<file path="config.mk">
export PLATFORM = sky130hd
export DESIGN_NAME = spi_rx_byte_slave
export DESIGN_NICKNAME = d
export VERILOG_FILES = /design/src/rtl/spi_pkg.sv /design/src/rtl/spi_in_sync.sv /design/src/rtl/spi_rx_byte_slave.sv
export SDC_FILE = /design/constraint.sdc
export NUM_CORES = 1
export LEC_CHECK = 0
export BUFFER_PORTS_ARGS = -buffer_cell sky130_fd_sc_hd__buf_4
export CAP_MARGIN = 20
export CORE_UTILIZATION = 50
export DETAILED_ROUTE_END_ITERATION = 8
export PLACE_DENSITY = 0.71
export SLEW_MARGIN = 10
export SYNTH_ARGS = -nofsm -noshare
export SYNTH_HDL_FRONTEND = slang
export SYNTH_SLANG_ARGS = --single-unit
</file>
<file path="constraint.sdc">
create_clock -name clk -period 5.51 [get_ports clk]
set_clock_uncertainty 0.1 [all_clocks]
set_input_delay 0 -clock clk [delete_from_list [all_inputs] [get_ports clk]]
set_output_delay 0 -clock clk [all_outputs]
set_load 0.02 [all_outputs]
</file>
<file path="src/rtl/spi_pkg.sv">
// Purpose: shared constants for the SPI byte receiver and its downstream consumers.
// Latency: n/a (constants only).
// Backpressure: n/a.
// Contents: default word width, default synchroniser depth, and the frame header byte.
package spi_pkg;

  localparam int         SPI_BYTE_W      = 8;
  localparam int         SPI_SYNC_STAGES = 2;
  // Header byte that opens a frame for the dispenser; the receiver itself does not decode it.
  localparam logic [7:0] SPI_SYNC_CHAR   = 8'h55;

endpackage

</file>
<file path="src/rtl/spi_in_sync.sv">
// Purpose: N-stage synchroniser for one asynchronous input, with rise/fall detection.
// Latency: STAGES clk edges from input change to q_o; rise_o/fall_o are valid alongside q_o.
// Backpressure: none; free-running.
// Ports:
//   clk, rst_n - system clock, async active-low reset (all flops load RST_VAL)
//   d_i        - asynchronous input
//   q_o        - synchronised level (last stage)
//   rise_o     - q_o went 0->1 at the last clk edge (combinational, one cycle)
//   fall_o     - q_o went 1->0 at the last clk edge (combinational, one cycle)
module spi_in_sync #(
  parameter int   STAGES  = 2,
  parameter logic RST_VAL = 1'b0
) (
  input  logic clk,
  input  logic rst_n,
  input  logic d_i,
  output logic q_o,
  output logic rise_o,
  output logic fall_o
);

  logic [STAGES-1:0] sync_q;
  logic              hist_q;

  // Resetting every stage to the idle level keeps the edge detector quiet
  // when reset releases.
  always_ff @(posedge clk or negedge rst_n) begin
    if (!rst_n) begin
      sync_q <= {STAGES{RST_VAL}};
      hist_q <= RST_VAL;
    end else begin
      sync_q <= {sync_q[STAGES-2:0], d_i};
      hist_q <= sync_q[STAGES-1];
    end
  end

  assign q_o    = sync_q[STAGES-1];
  assign rise_o =  sync_q[STAGES-1] & ~hist_q;
  assign fall_o = ~sync_q[STAGES-1] &  hist_q;

endmodule

</file>
<file path="src/rtl/spi_rx_byte_slave.sv">
// Purpose: SPI mode-0 slave; deserialises MSB-first words from mosi and shifts tx_byte out on miso.
// Latency: rdy/rx_byte update SYNC_STAGES+1 clk edges after the last sclk rise is first sampled.
// Backpressure: none; rx_byte holds until the next word completes, the consumer must keep pace.
// Ports:
//   clk, reset       - system clock (>= 4x sclk), async active-low reset
//   sclk, mosi, cs_n - asynchronous SPI inputs from the host
//   tx_byte          - word returned to the host, captured at frame start and at each word boundary
//   rx_byte, rdy     - last complete word and its one-cycle update strobe
//   miso, miso_oe    - SPI data out and tristate enable (high while frame is active)
//   frame_err        - one-cycle pulse when cs_n rises with a partial word pending
module spi_rx_byte_slave
  import spi_pkg::*;
#(
  parameter int SYNC_STAGES = SPI_SYNC_STAGES,
  parameter int BYTE_W      = SPI_BYTE_W
) (
  input  logic              clk,
  input  logic              reset,
  input  logic              sclk,
  input  logic              mosi,
  input  logic              cs_n,
  input  logic [BYTE_W-1:0] tx_byte,
  output logic [BYTE_W-1:0] rx_byte,
  output logic              rdy,
  output logic              miso,
  output logic              miso_oe,
  output logic              frame_err
);

  localparam int CNT_W = $clog2(BYTE_W);
  localparam logic [CNT_W-1:0] LAST_BIT = CNT_W'(BYTE_W - 1);

  logic sclk_s, sclk_rise, sclk_fall;
  logic mosi_s;
  logic cs_s, cs_rise, cs_fall;

  spi_in_sync #(.STAGES(SYNC_STAGES), .RST_VAL(1'b0)) u_sync_sclk (
    .clk    (clk),
    .rst_n  (reset),
    .d_i    (sclk),
    .q_o    (sclk_s),
    .rise_o (sclk_rise),
    .fall_o (sclk_fall)
  );

  // Only the level of mosi matters; its edges are not used.
  spi_in_sync #(.STAGES(SYNC_STAGES), .RST_VAL(1'b0)) u_sync_mosi (
    .clk    (clk),
    .rst_n  (reset),
    .d_i    (mosi),
    .q_o    (mosi_s),
    .rise_o (),
    .fall_o ()
  );

  spi_in_sync #(.STAGES(SYNC_STAGES), .RST_VAL(1'b1)) u_sync_cs (
    .clk    (clk),
    .rst_n  (reset),
    .d_i    (cs_n),
    .q_o    (cs_s),
    .rise_o (cs_rise),
    .fall_o (cs_fall)
  );

  logic [BYTE_W-1:0] shift_q, shift_d;
  logic [BYTE_W-1:0] tx_q, tx_d;
  logic [BYTE_W-1:0] rx_q, rx_d;
  logic [CNT_W-1:0]  bit_cnt_q, bit_cnt_d;
  logic              miso_q, miso_d;
  logic              rdy_q, rdy_d;
  logic              ferr_q, ferr_d;
  logic [BYTE_W-1:0] shift_nxt;

  assign shift_nxt = {shift_q[BYTE_W-2:0], mosi_s};

  always_comb begin
    shift_d   = shift_q;
    tx_d      = tx_q;
    rx_d      = rx_q;
    bit_cnt_d = bit_cnt_q;
    miso_d    = miso_q;
    rdy_d     = 1'b0;
    ferr_d    = 1'b0;

    // cs_n rise outranks any sclk edge seen in the same cycle, so a word
    // cannot complete on the edge that closes the frame.
    if (cs_rise) begin
      bit_cnt_d = '0;
      ferr_d    = (bit_cnt_q != '0);
    end else if (cs_fall) begin
      bit_cnt_d = '0;
      tx_d      = tx_byte;
      miso_d    = tx_byte[BYTE_W-1];
    end else if (!cs_s) begin
      if (sclk_rise) begin
        shift_d = shift_nxt;
        if (bit_cnt_q == LAST_BIT) begin
          rx_d      = shift_nxt;
          rdy_d     = 1'b1;
          bit_cnt_d = '0;
          tx_d      = tx_byte;
        end else begin
          bit_cnt_d = bit_cnt_q + 1'b1;
        end
      end else if (sclk_fall) begin
        // A fall with bit_cnt at 0 follows a word boundary: tx_q was just
        // reloaded, so present its MSB rather than advancing.
        if (bit_cnt_q == '0) begin
          miso_d = tx_q[BYTE_W-1];
        end else begin
          miso_d = tx_q[BYTE_W-2];
          tx_d   = {tx_q[BYTE_W-2:0], 1'b0};
        end
      end
    end
  end

  always_ff @(posedge clk or negedge reset) begin
    if (!reset) begin
      shift_q   <= '0;
      tx_q      <= '0;
      rx_q      <= '0;
      bit_cnt_q <= '0;
      miso_q    <= 1'b0;
      rdy_q     <= 1'b0;
      ferr_q    <= 1'b0;
    end else begin
      shift_q   <= shift_d;
      tx_q      <= tx_d;
      rx_q      <= rx_d;
      bit_cnt_q <= bit_cnt_d;
      miso_q    <= miso_d;
      rdy_q     <= rdy_d;
      ferr_q    <= ferr_d;
    end
  end

  assign rx_byte   = rx_q;
  assign rdy       = rdy_q;
  assign miso      = miso_q;
  assign miso_oe   = ~cs_s;
  assign frame_err = ferr_q;

  // sclk_s level is implied by its edges; kept for waveform readability.
  logic sclk_lvl_unused;
  assign sclk_lvl_unused = sclk_s;

endmodule

</file>
==> Yosys cells after proc, flatten, opt, wreduce, memory -nomap -nowiden <==
Index checks and enable logic that the tools add are counted.
Widths: inputs -> output; s select.
{ "op_classes": {"n_reduce_logical": 10, "add_sub_neg": 1, "eq_ne": 6, "n_mux": 22, "n_bitwise": 10} }
{ "op_table": {"columns": ["op", "n"], "rows": [
  ["$mux 8", 6],
  ["$mux 3", 5],
  ["$mux 1", 11],
  ["$reduce_and 5->1", 2],
  ["$reduce_bool 3->1", 3],
  ["$reduce_and 4->1", 2],
  ["$ne 3x3->1 const B", 2],
  ["$not 1->1", 6],
  ["$and 1x1->1", 4],
  ["$add 3x1->3 const B", 1],
  ["$eq 3x3->1 const B", 1],
  ["$logic_not 3->1", 1],
  ["$ne 3x1->1 const B", 1],
  ["$ne 2x1->1 const B", 1],
  ["$ne 2x2->1 const B", 1],
  ["$reduce_and 2->1", 1],
  ["$reduce_bool 2->1", 1]
]} }
{ "word_totals": {"inputBits": 13, "ff_bits": 37, "wordCells": 61, "output_inout_bits": 12} }

==> Depth between registers and ports, before layout <==
Gate-level depths: netlist (run 1).
{ "depth": {"ltp_word": 6, "ltp_mapped": 7, "ltp_nobuf": 6} }

==> Cells and area by module <==
Synthesis (run 1) repeated with hierarchy kept, for this count alone.
{ "unflattened": {"cells_unflattened": 112, "area_unflattened_um2": 1620.3} }
{ "modules_own_cells": {"columns": ["module", "area_per_inst_um2", "seq_area_each_um2", "cells_each", "n_inst"], "rows": [
  ["spi_rx_byte_slave", 1346.3, 725.7, 97, 1],
  ["spi_in_sync at u_sync_mosi ...", 90.1, 75.1, 5, 2],
  ["spi_in_sync at u_sync_cs", 93.8, 78.8, 5, 1]
]} }

==> Least setup slack after synthesis (run 1) <==
No wires, ideal clock.
{ "synth_path": {"path_kind": "reg-to-reg", "from": "reg u_sync_cs.sync_q[1]", "to": "reg tx_q[1]", "n_path_buf": 1, "stages_incl_launch_ff": 8, "setup_time_ns": 0.125, "t_arrival_ns": 1.907, "path_slack_ns": 3.379, "required_ns": 5.285, "period_less_slack_ns": 2.131, "cell_sequence": "dfstp_2 > inv_1 > ha_1 > buf_4 > nor2_4 > a22oi_4 > o2111ai_4 > mux2_2"} }
{ "synth_between": {"elab_chain_len": 4, "word_cells_on_any_way": 10, "classes_between": "3 x eq/ne; 1 x mux; 4 x bitwise; 2 x reduce/logical"} }
{ "synth_rtl": {"columns": ["element", "line", "source"], "rows": [
  ["start: declaration", "spi_in_sync.sv:22", "logic [STAGES-1:0] sync_q;"],
  ["start signal: assignment", "spi_in_sync.sv:29", "sync_q <= {STAGES{RST_VAL}};"],
  ["start signal: assignment", "spi_in_sync.sv:32", "sync_q <= {sync_q[STAGES-2:0], d_i};"],
  ["$not 1->1 (no source line) (*)", null, null],
  ["net miso_oe", "spi_rx_byte_slave.sv:26", "output logic miso_oe,"],
  ["$and 1x1->1 (*)", "spi_in_sync.sv:39", "assign fall_o = ~sync_q[STAGES-1] & hist_q;"],
  ["$ne 3x1->1 (no source line) (tied with other cells)", null, null],
  ["$reduce_and 5->1 (no source line)", null, null],
  ["end signal: assignment", "spi_rx_byte_slave.sv:129", "tx_q <= tx_d;"],
  ["end: declaration", "spi_rx_byte_slave.sv:66", "logic [BYTE_W-1:0] tx_q, tx_d;"]
]} }
The timed path passes the listed nets; every way through them passes the cells marked *.
A chain may end at the register's enable or synchronous reset.

==> Worst setup path after layout (run 1) <==
{ "layout_path": {"from": "reg u_sync_cs.sync_q[1]", "to": "reg tx_q[7]"} }
{ "layout_between": {"elab_chain_len": 4, "word_cells_on_any_way": 10, "classes_between": "3 x eq/ne; 1 x mux; 4 x bitwise; 2 x reduce/logical"} }
{ "layout_rtl": {"columns": ["element", "line"], "rows": [
  ["$not 1->1 (no source line)", null],
  ["$and 1x1->1", "spi_in_sync.sv:39"],
  ["$ne 3x1->1 (no source line) (tied with other cells)", null],
  ["$reduce_and 5->1 (no source line)", null]
]} }
Parallel ways exist; a longest one is shown, timed or not.

==> summary.txt, run 1 <==
Status
  – Status: completed

Setup path
  – CP Data Required Time: 5630 ps
  – Worst path cell trace: inv_1 > ha_1 > nor2_4 > a22oi_4 > o2111ai_4 > mux2_2
  – Endpoint class of the critical path: flop
  – CP Max Fanout: 10
  – CP Buf/Inv Count: 1
  – Worst EP arrival: between 2000 and 2500 ps
  – Critical Path Source Type: flop
  – Crit-path slowest cell: dfstp_2
  – Family with the most delay on the worst path: flip-flops
  – Crit path kind: flop to flop
  – Max incr delay on CP: 590 ps

Hold path
  – Worst hold path class: primary input to asynchronous set/reset pin

STA
  – Relative slew slack: 69.6%
  – Final Hold Vio Count: 0
  – Min cycle time layout: roughly 2300 ps
  – Final Max Slew Viols: 0
  – Post-route setup slack: roughly 3300 ps
  – Final cycle utilization of the critical path: 40.9%
  – RSZ-0062 raised after global routing: false
  – Setup TNS: 0 ps
  – WHS: 42.2 ps
  – Worst slew pin tran: 457 ps
  – Final setup viols: 0
  – Max Fclk: 444 MHz

Global route
  – Vias in the first global route: ~1000
  – Largest net degree at the start of global routing: 38
  – Global-route wire length before repair: 4510 um
  – Initial antenna violation count: 0
  – Gr ovfl total: 0
  – GR Util All Layers: 18.2%

Synthesis
  – Post-Synthesis Cell Area: 1650 um^2
  – Cell count after synthesis: 116
  – Synth area leaders: dfrtp_1 52%, mux2_2 19%, ha_1 7.6%
  – Top cell type's share of synthesized area: 51.7%
  – Syn Nets: around 140
  – Most common cell in the synthesized netlist: dfrtp_1
  – Synth cell types: 22
  – Async set-reset flop share out of synthesis: 100%
  – Ys Warns: 0
  – Area leader, netlist: dfrtp_1
  – Synth cell count leaders: 34 x dfrtp_1, 28 x mux2_2, 10 x ha_1, 9 x inv_1
  – Post-synth top flop: dfrtp_1
  – Average size of a mapped cell: roughly 14 um^2
  – Seq cells post-synth: 37
  – EDFF count, synth: 0
  – Register area share after synthesis: 56.5%

Power
  – Worst VDD drop: 0.280 mV
  – Total power divided by cell area: about 350 nW/um^2
  – Leak: 1.04 nW

Drt
  – Top Layer Used: met4
  – DR iter-0 viols: 29
  – Pre-Repair DR Iteration Count: 4
  – WL met3: 104 um
  – Drt wl/cell: ~13 um
  – Vias per inst: 4.94
  – Met2 wire length: 1380 um
  – Vias: 1002
  – Wl on met1: 1190 um
  – # DRC: 0
  – Drt total wl: ~2700 um
  – Detail Route Antenna Nets: 0

Cells and area
  – Ant diodes: 0
  – Nets: 181
  – Area of the multi-input gates: 676 um^2
  – Layout area overhead: 26.3%
  – Layout cell share with drive strength beyond 1: 43.4%
  – Storage cell area: 930 um^2
  – Fillers: 236
  – Final core utilization: between 60% and 70%

Place
  – Post-DP HPWL: 1820 um
  – PortBufs: 24
  – Dpl ws: 3290 ps
  – Gpl congestion: 0.729

Floorplanning
  – Starting Density: 53.5%
  – Row Count: 20
  – DIE HEIGHT: roughly 60 um
  – Die Span X: 59.4 um
  – Core area: 3080 um^2
  – Die area: roughly 3500 um^2
  – Ports: 25

Clock network
  – H-tree depth: 2
  – Num CTS Buffers: 5
  – Clock Tree Buf Depth: 2
  – CTS sink cnt: 37
  – Clock Latency Late Sink: 340 ps
  – CTS tree: built
  – Worst-path clk slew: 110 ps
  – CTS root buffer: clkbuf_4

Job
  – Max-Cap Viols: 0
==> cell type report <==
| cell class | instances | share of cell area (%) |
|---|---|---|
| Inverter | 9 | 1.62 |
| Multi-Input combinational cell | 69 | 32.5 |
| Sequential cell | 37 | 44.7 |
| Clock inverter | 1 | 1.44 |
| Clock buffer | 7 | 2.65 |
| Tap cell | 44 | 2.65 |
| Timing Repair Buffer | 36 | 14.4 |
==> path summary, 6_finish.rpt <==
check	start	endpoint	slack (ps)	cells after the start
min in group clk	sclk	u_sync_sclk.sync_q[0]	210	2
worst max-delay path	u_sync_cs.sync_q[1]	tx_q[7]	3260	6
worst min-delay path	reset	rx_byte[6]	40	2
max in group asynchronous	reset	u_sync_cs.sync_q[0]	4920	2
worst min register to register	u_sync_cs.sync_q[0]	u_sync_cs.sync_q[1]	260	0
worst max register to register	u_sync_cs.sync_q[1]	tx_q[7]	3260	6
==> metal layers <==
metal / up-vias / global-route usage (%)
li1: 483 / -
met1: 496 / 22.6
met4: 0 / 9.18
met3: 4 / 6.77
met2: 19 / 27.8
met5: - / 0
==> sequential cells by signal (all words and copies together) (netlist names), 2 cells and up <==
| signal | flops |
|---|---|
| bit_cnt_q | 3 |
| rx_byte | 8 |
| shift_q | 7 |
| tx_q | 8 |
| u_sync_cs.sync_q | 2 |
| u_sync_mosi.sync_q | 2 |
| u_sync_sclk.sync_q | 2 |
==> per-stage QoR <==
step / cell area (um^2) / cells / total power, mW
after floorplan: 1650 / 116 / 0.478
after global placement: 1870 / 183 / 0.516
after detailed placement: 1870 / 183 / 0.526
after CTS: 2080 / 203 / 0.732
after global routing: 2080 / 203 / 0.761
final: 2080 / 203 / 0.722
==> layout by cell type (no fill, tap or decap), drive strengths merged, types with 2 or more instances in the layout <==
cell type / n
nand3: 4
nor2: 6
mux2i: 2
nor3: 2
clkbuf: 7
dfstp: 3
dlygate4sd3: 12
nand2: 2
and2b: 2
buf: 24
o21ai: 5
ha: 10
inv: 9
dfrtp: 34
mux2: 30
==> worst register-to-register path: stages, from the launching register on <==
cell       delay, ps
dfstp_2          590
inv_1            120
ha_1             360
nor2_4           270
a22oi_4          120
o2111ai_4        190
mux2_2           390
==> power by group <==
group          internal [mW]  switching (mW)  leakage (nW)
registers              0.330          0.0345         0.468
clock network          0.108          0.0848        0.0455
logic                 0.0966          0.0676         0.528
total                  0.535           0.187          1.04
==> what timing repair did <==
action | 4_1_cts | 5_1_grt
buffers inserted | 0 | 0
gates resized for setup | 0 | 0
hold endpoints to repair | 49 | 0
hold buffers | 12 | 0
==> cell families (layout without fill, tap and decap cells) <==
kind of cell / count (synthesis) / in the layout / share of synthesized area, %
buf+inv: 10 / 53 / 2.51
flops: 37 / 37 / 56.5
mux: 32 / 32 / 22.2
simple gates: 18 / 18 / 5.85
compound gates: 9 / 9 / 5.39
fa+ha+maj: 10 / 10 / 7.60
Power figures use the tool's default switching activity.
==> run 2, diff against run 1 <==
Clock period 5.51 ns to 2.35 ns, I/O delays scaled along.
==> summary.txt, run 2 (synthesis results as in run 1) <==
Power
  – Switch Pwr: 439 uW (+130%)
  – Reg power frac: 50.3% (-0.2 points)
  – Total power divided by cell area: 809 nW/um^2 (+130%)
  – Gate power share: 22.9% (about the same)
  – Leak: 1.05 nW (+0.75%)
  – Clock power share: 26.7% (about the same)
  – Pint: 1.26 mW (+140%)
  – Worst VDD drop: 0.639 mV (+130%)
  – Net Sw Frac: 25.9% (-0.028 points)

Floorplanning
  – Die area: 3530 um^2 (unchanged)
  – Starting Density: 53.5% (unchanged)
  – Ports: 25 (unchanged)
  – DIE HEIGHT: 59.4 um (unchanged)
  – Die Span X: 59.4 um (unchanged)
  – Row Count: 20 (unchanged)
  – Core area: 3080 um^2 (unchanged)

Global route
  – GR Layer Usage met3: 6.77% (unchanged)
  – GR Util All Layers: 18.2% (unchanged)
  – Largest net degree at the start of global routing: 38 (unchanged)
  – M1 GR Usage: 22.6% (unchanged)
  – Global-route wire length before repair: 4510 um (unchanged)
  – Gr ovfl total: 0 (unchanged)
  – Most used routing layer: met2
  – Initial antenna violation count: 0 (unchanged)
  – Met2 GRT Util: 27.8% (unchanged)
  – Vias in the first global route: 1028 (unchanged)

Cells and area
  – Nets: 183 (+1.1%)
  – Most common cell after layout, fill and taps aside: dfrtp_1
  – Most frequent cells in the layout: 34 x dfrtp_1, 28 x mux2_2, 26 x buf_4
  – Finished Layout Cells: 205 (+0.99%)
  – Layout cell share with drive strength beyond 1: 44.7% (+1.3 points)
  – Layout area overhead: 27.4%
  – Ant diodes: 0 (unchanged)

STA
  – Relative slew slack: 69.6% (+0.087 points)
  – Min cycle time layout: 2160 ps (-90.9 ps)
  – Post-route setup slack: 188 ps (-3070 ps)
  – Final Max Slew Viols: 0 (unchanged)
  – Final cycle utilization of the critical path: 92.0% (+51 points)
  – RSZ-0062 raised after global routing: false
  – Setup TNS: 0 ps (unchanged)
  – Worst slew pin tran: 455 ps (-1.30 ps)
  – Max Fclk: 463 MHz (+4.2%)
  – Final Hold Vio Count: 0 (unchanged)
  – Final setup viols: 0 (unchanged)

Setup path
  – Crit path kind: flop to flop
  – Worst path cell trace: inv_1 > ha_2 > nor2_4 > buf_4 > a22oi_4 > o2111ai_4 > mux2_4
  – Max incr delay on CP: 410 ps (-180 ps)
  – Critical Path Source Type: flop
  – CP Data Required Time: 2470 ps (-3160 ps)
  – Crit-path slowest cell: dfstp_2
  – Endpoint class of the critical path: flop
  – Worst EP arrival: 2280 ps (-90 ps)
  – CP Max Fanout: 10 (unchanged)

Clock network
  – Num CTS Buffers: 5 (unchanged)
  – CTS tree: built
  – H-tree depth: 2 (unchanged)
  – Clock Tree Buf Depth: 2 (unchanged)
  – CTS root buffer: clkbuf_4
  – Worst-path clk slew: 110 ps (about the same)
  – CTS sink cnt: 37 (unchanged)
  – Clock Latency Late Sink: 340 ps (about the same)

Job
  – Max-Cap Viols: 0 (unchanged)

Drt
  – Drt total wl: 2730 um (+0.96%)
  – DR iter-0 viols: 41 (+41%)
  – Vias: 1015 (+1.3%)
  – Drt wl/cell: 13.3 um (about the same)
  – Vias per inst: 4.95 (+0.31%)
  – Detail Route Antenna Nets: 0 (unchanged)
  – Pre-Repair DR Iteration Count: 4 (unchanged)
  – # DRC: 0 (unchanged)

Place
  – Dpl cells: 183 (unchanged)
  – Dpl ws: 133 ps (-3160 ps)
  – Post-DP HPWL: 1820 um (unchanged)
  – Gpl congestion: 0.729 (unchanged)
  – PortBufs: 24 (unchanged)

Status
  – Status: completed

Hold path
  – Worst hold path class: primary input to asynchronous set/reset pin
==> run 2: power by group through the flow <==
stage          Clock (mW)  Sequential [mW]  Combinational, mW
2_1_floorplan           0            0.855              0.265
3_5_place_dp            0            0.865              0.368
5_1_grt             0.489            0.871              0.430
6_report            0.453            0.854              0.389
4_1_cts             0.471            0.854              0.390
3_3_place_gp            0            0.857              0.352
==> run 2: cell type report <==
type / count / area, um^2
multi-input cells: 69 / 678
repair buffers: 38 / 315
fillers: 234 / 981
flip-flops and latches: 37 / 930
clock buffers: 7 / 55.1
clock inverters: 1 / 30.0
well taps: 44 / 55.1
inverters: 9 / 33.8
==> run 2: final timing paths <==
path,depth (start not counted),end,slack (ps),startpoint
min in group clk,2,u_sync_sclk.sync_q[0],210,sclk
hold reg to reg,0,u_sync_cs.sync_q[1],260,u_sync_cs.sync_q[0]
setup / recovery,7,tx_q[6],190,u_sync_cs.sync_q[1]
setup reg to reg,7,tx_q[6],190,u_sync_cs.sync_q[1]
max in group asynchronous,2,u_sync_cs.sync_q[0],1760,reset
hold / removal,2,rx_byte[6],40,reset
==> run 2: worst max-delay path, delay by kind of cell (launching register included) <==
kind            cells  cell delay (ps)
mux                 1              370
flops               1              410
simple gates        1               60
compound gates      2              440
buf+inv             2              300
fa+ha+maj           1              350
==> run 2: metrics by stage <==
step | util [%] | hold WS, ps | instance area (um^2) | total power, mW
3_5_place_dp | 60.9 | -113 | 1870 | 1.23
4_1_cts | 67.6 | 41.6 | 2080 | 1.72
3_3_place_gp | 60.9 | -121 | 1870 | 1.21
2_1_floorplan | - | -396 | 1650 | 1.12
6_report | 68.1 | 41.5 | 2100 | 1.70
5_1_grt | 68.1 | 65.6 | 2100 | 1.79
==> run 2: timing repair <==
action                     4_1_cts  5_1_grt
setup endpoints to repair        0        5
gates resized for setup          0        1
hold endpoints to repair        49        0
setup buffers                    0        2
hold buffers                    12        0
==> run 2: layer usage <==
| layer | vias to the layer above | part of all wire, % |
|---|---|---|
| met1 | 502 | 43 |
| met5 | - | 0 |
| met3 | 4 | 4.0 |
| li1 | 488 | - |
| met2 | 21 | 51 |
| met4 | 0 | 1.1 |
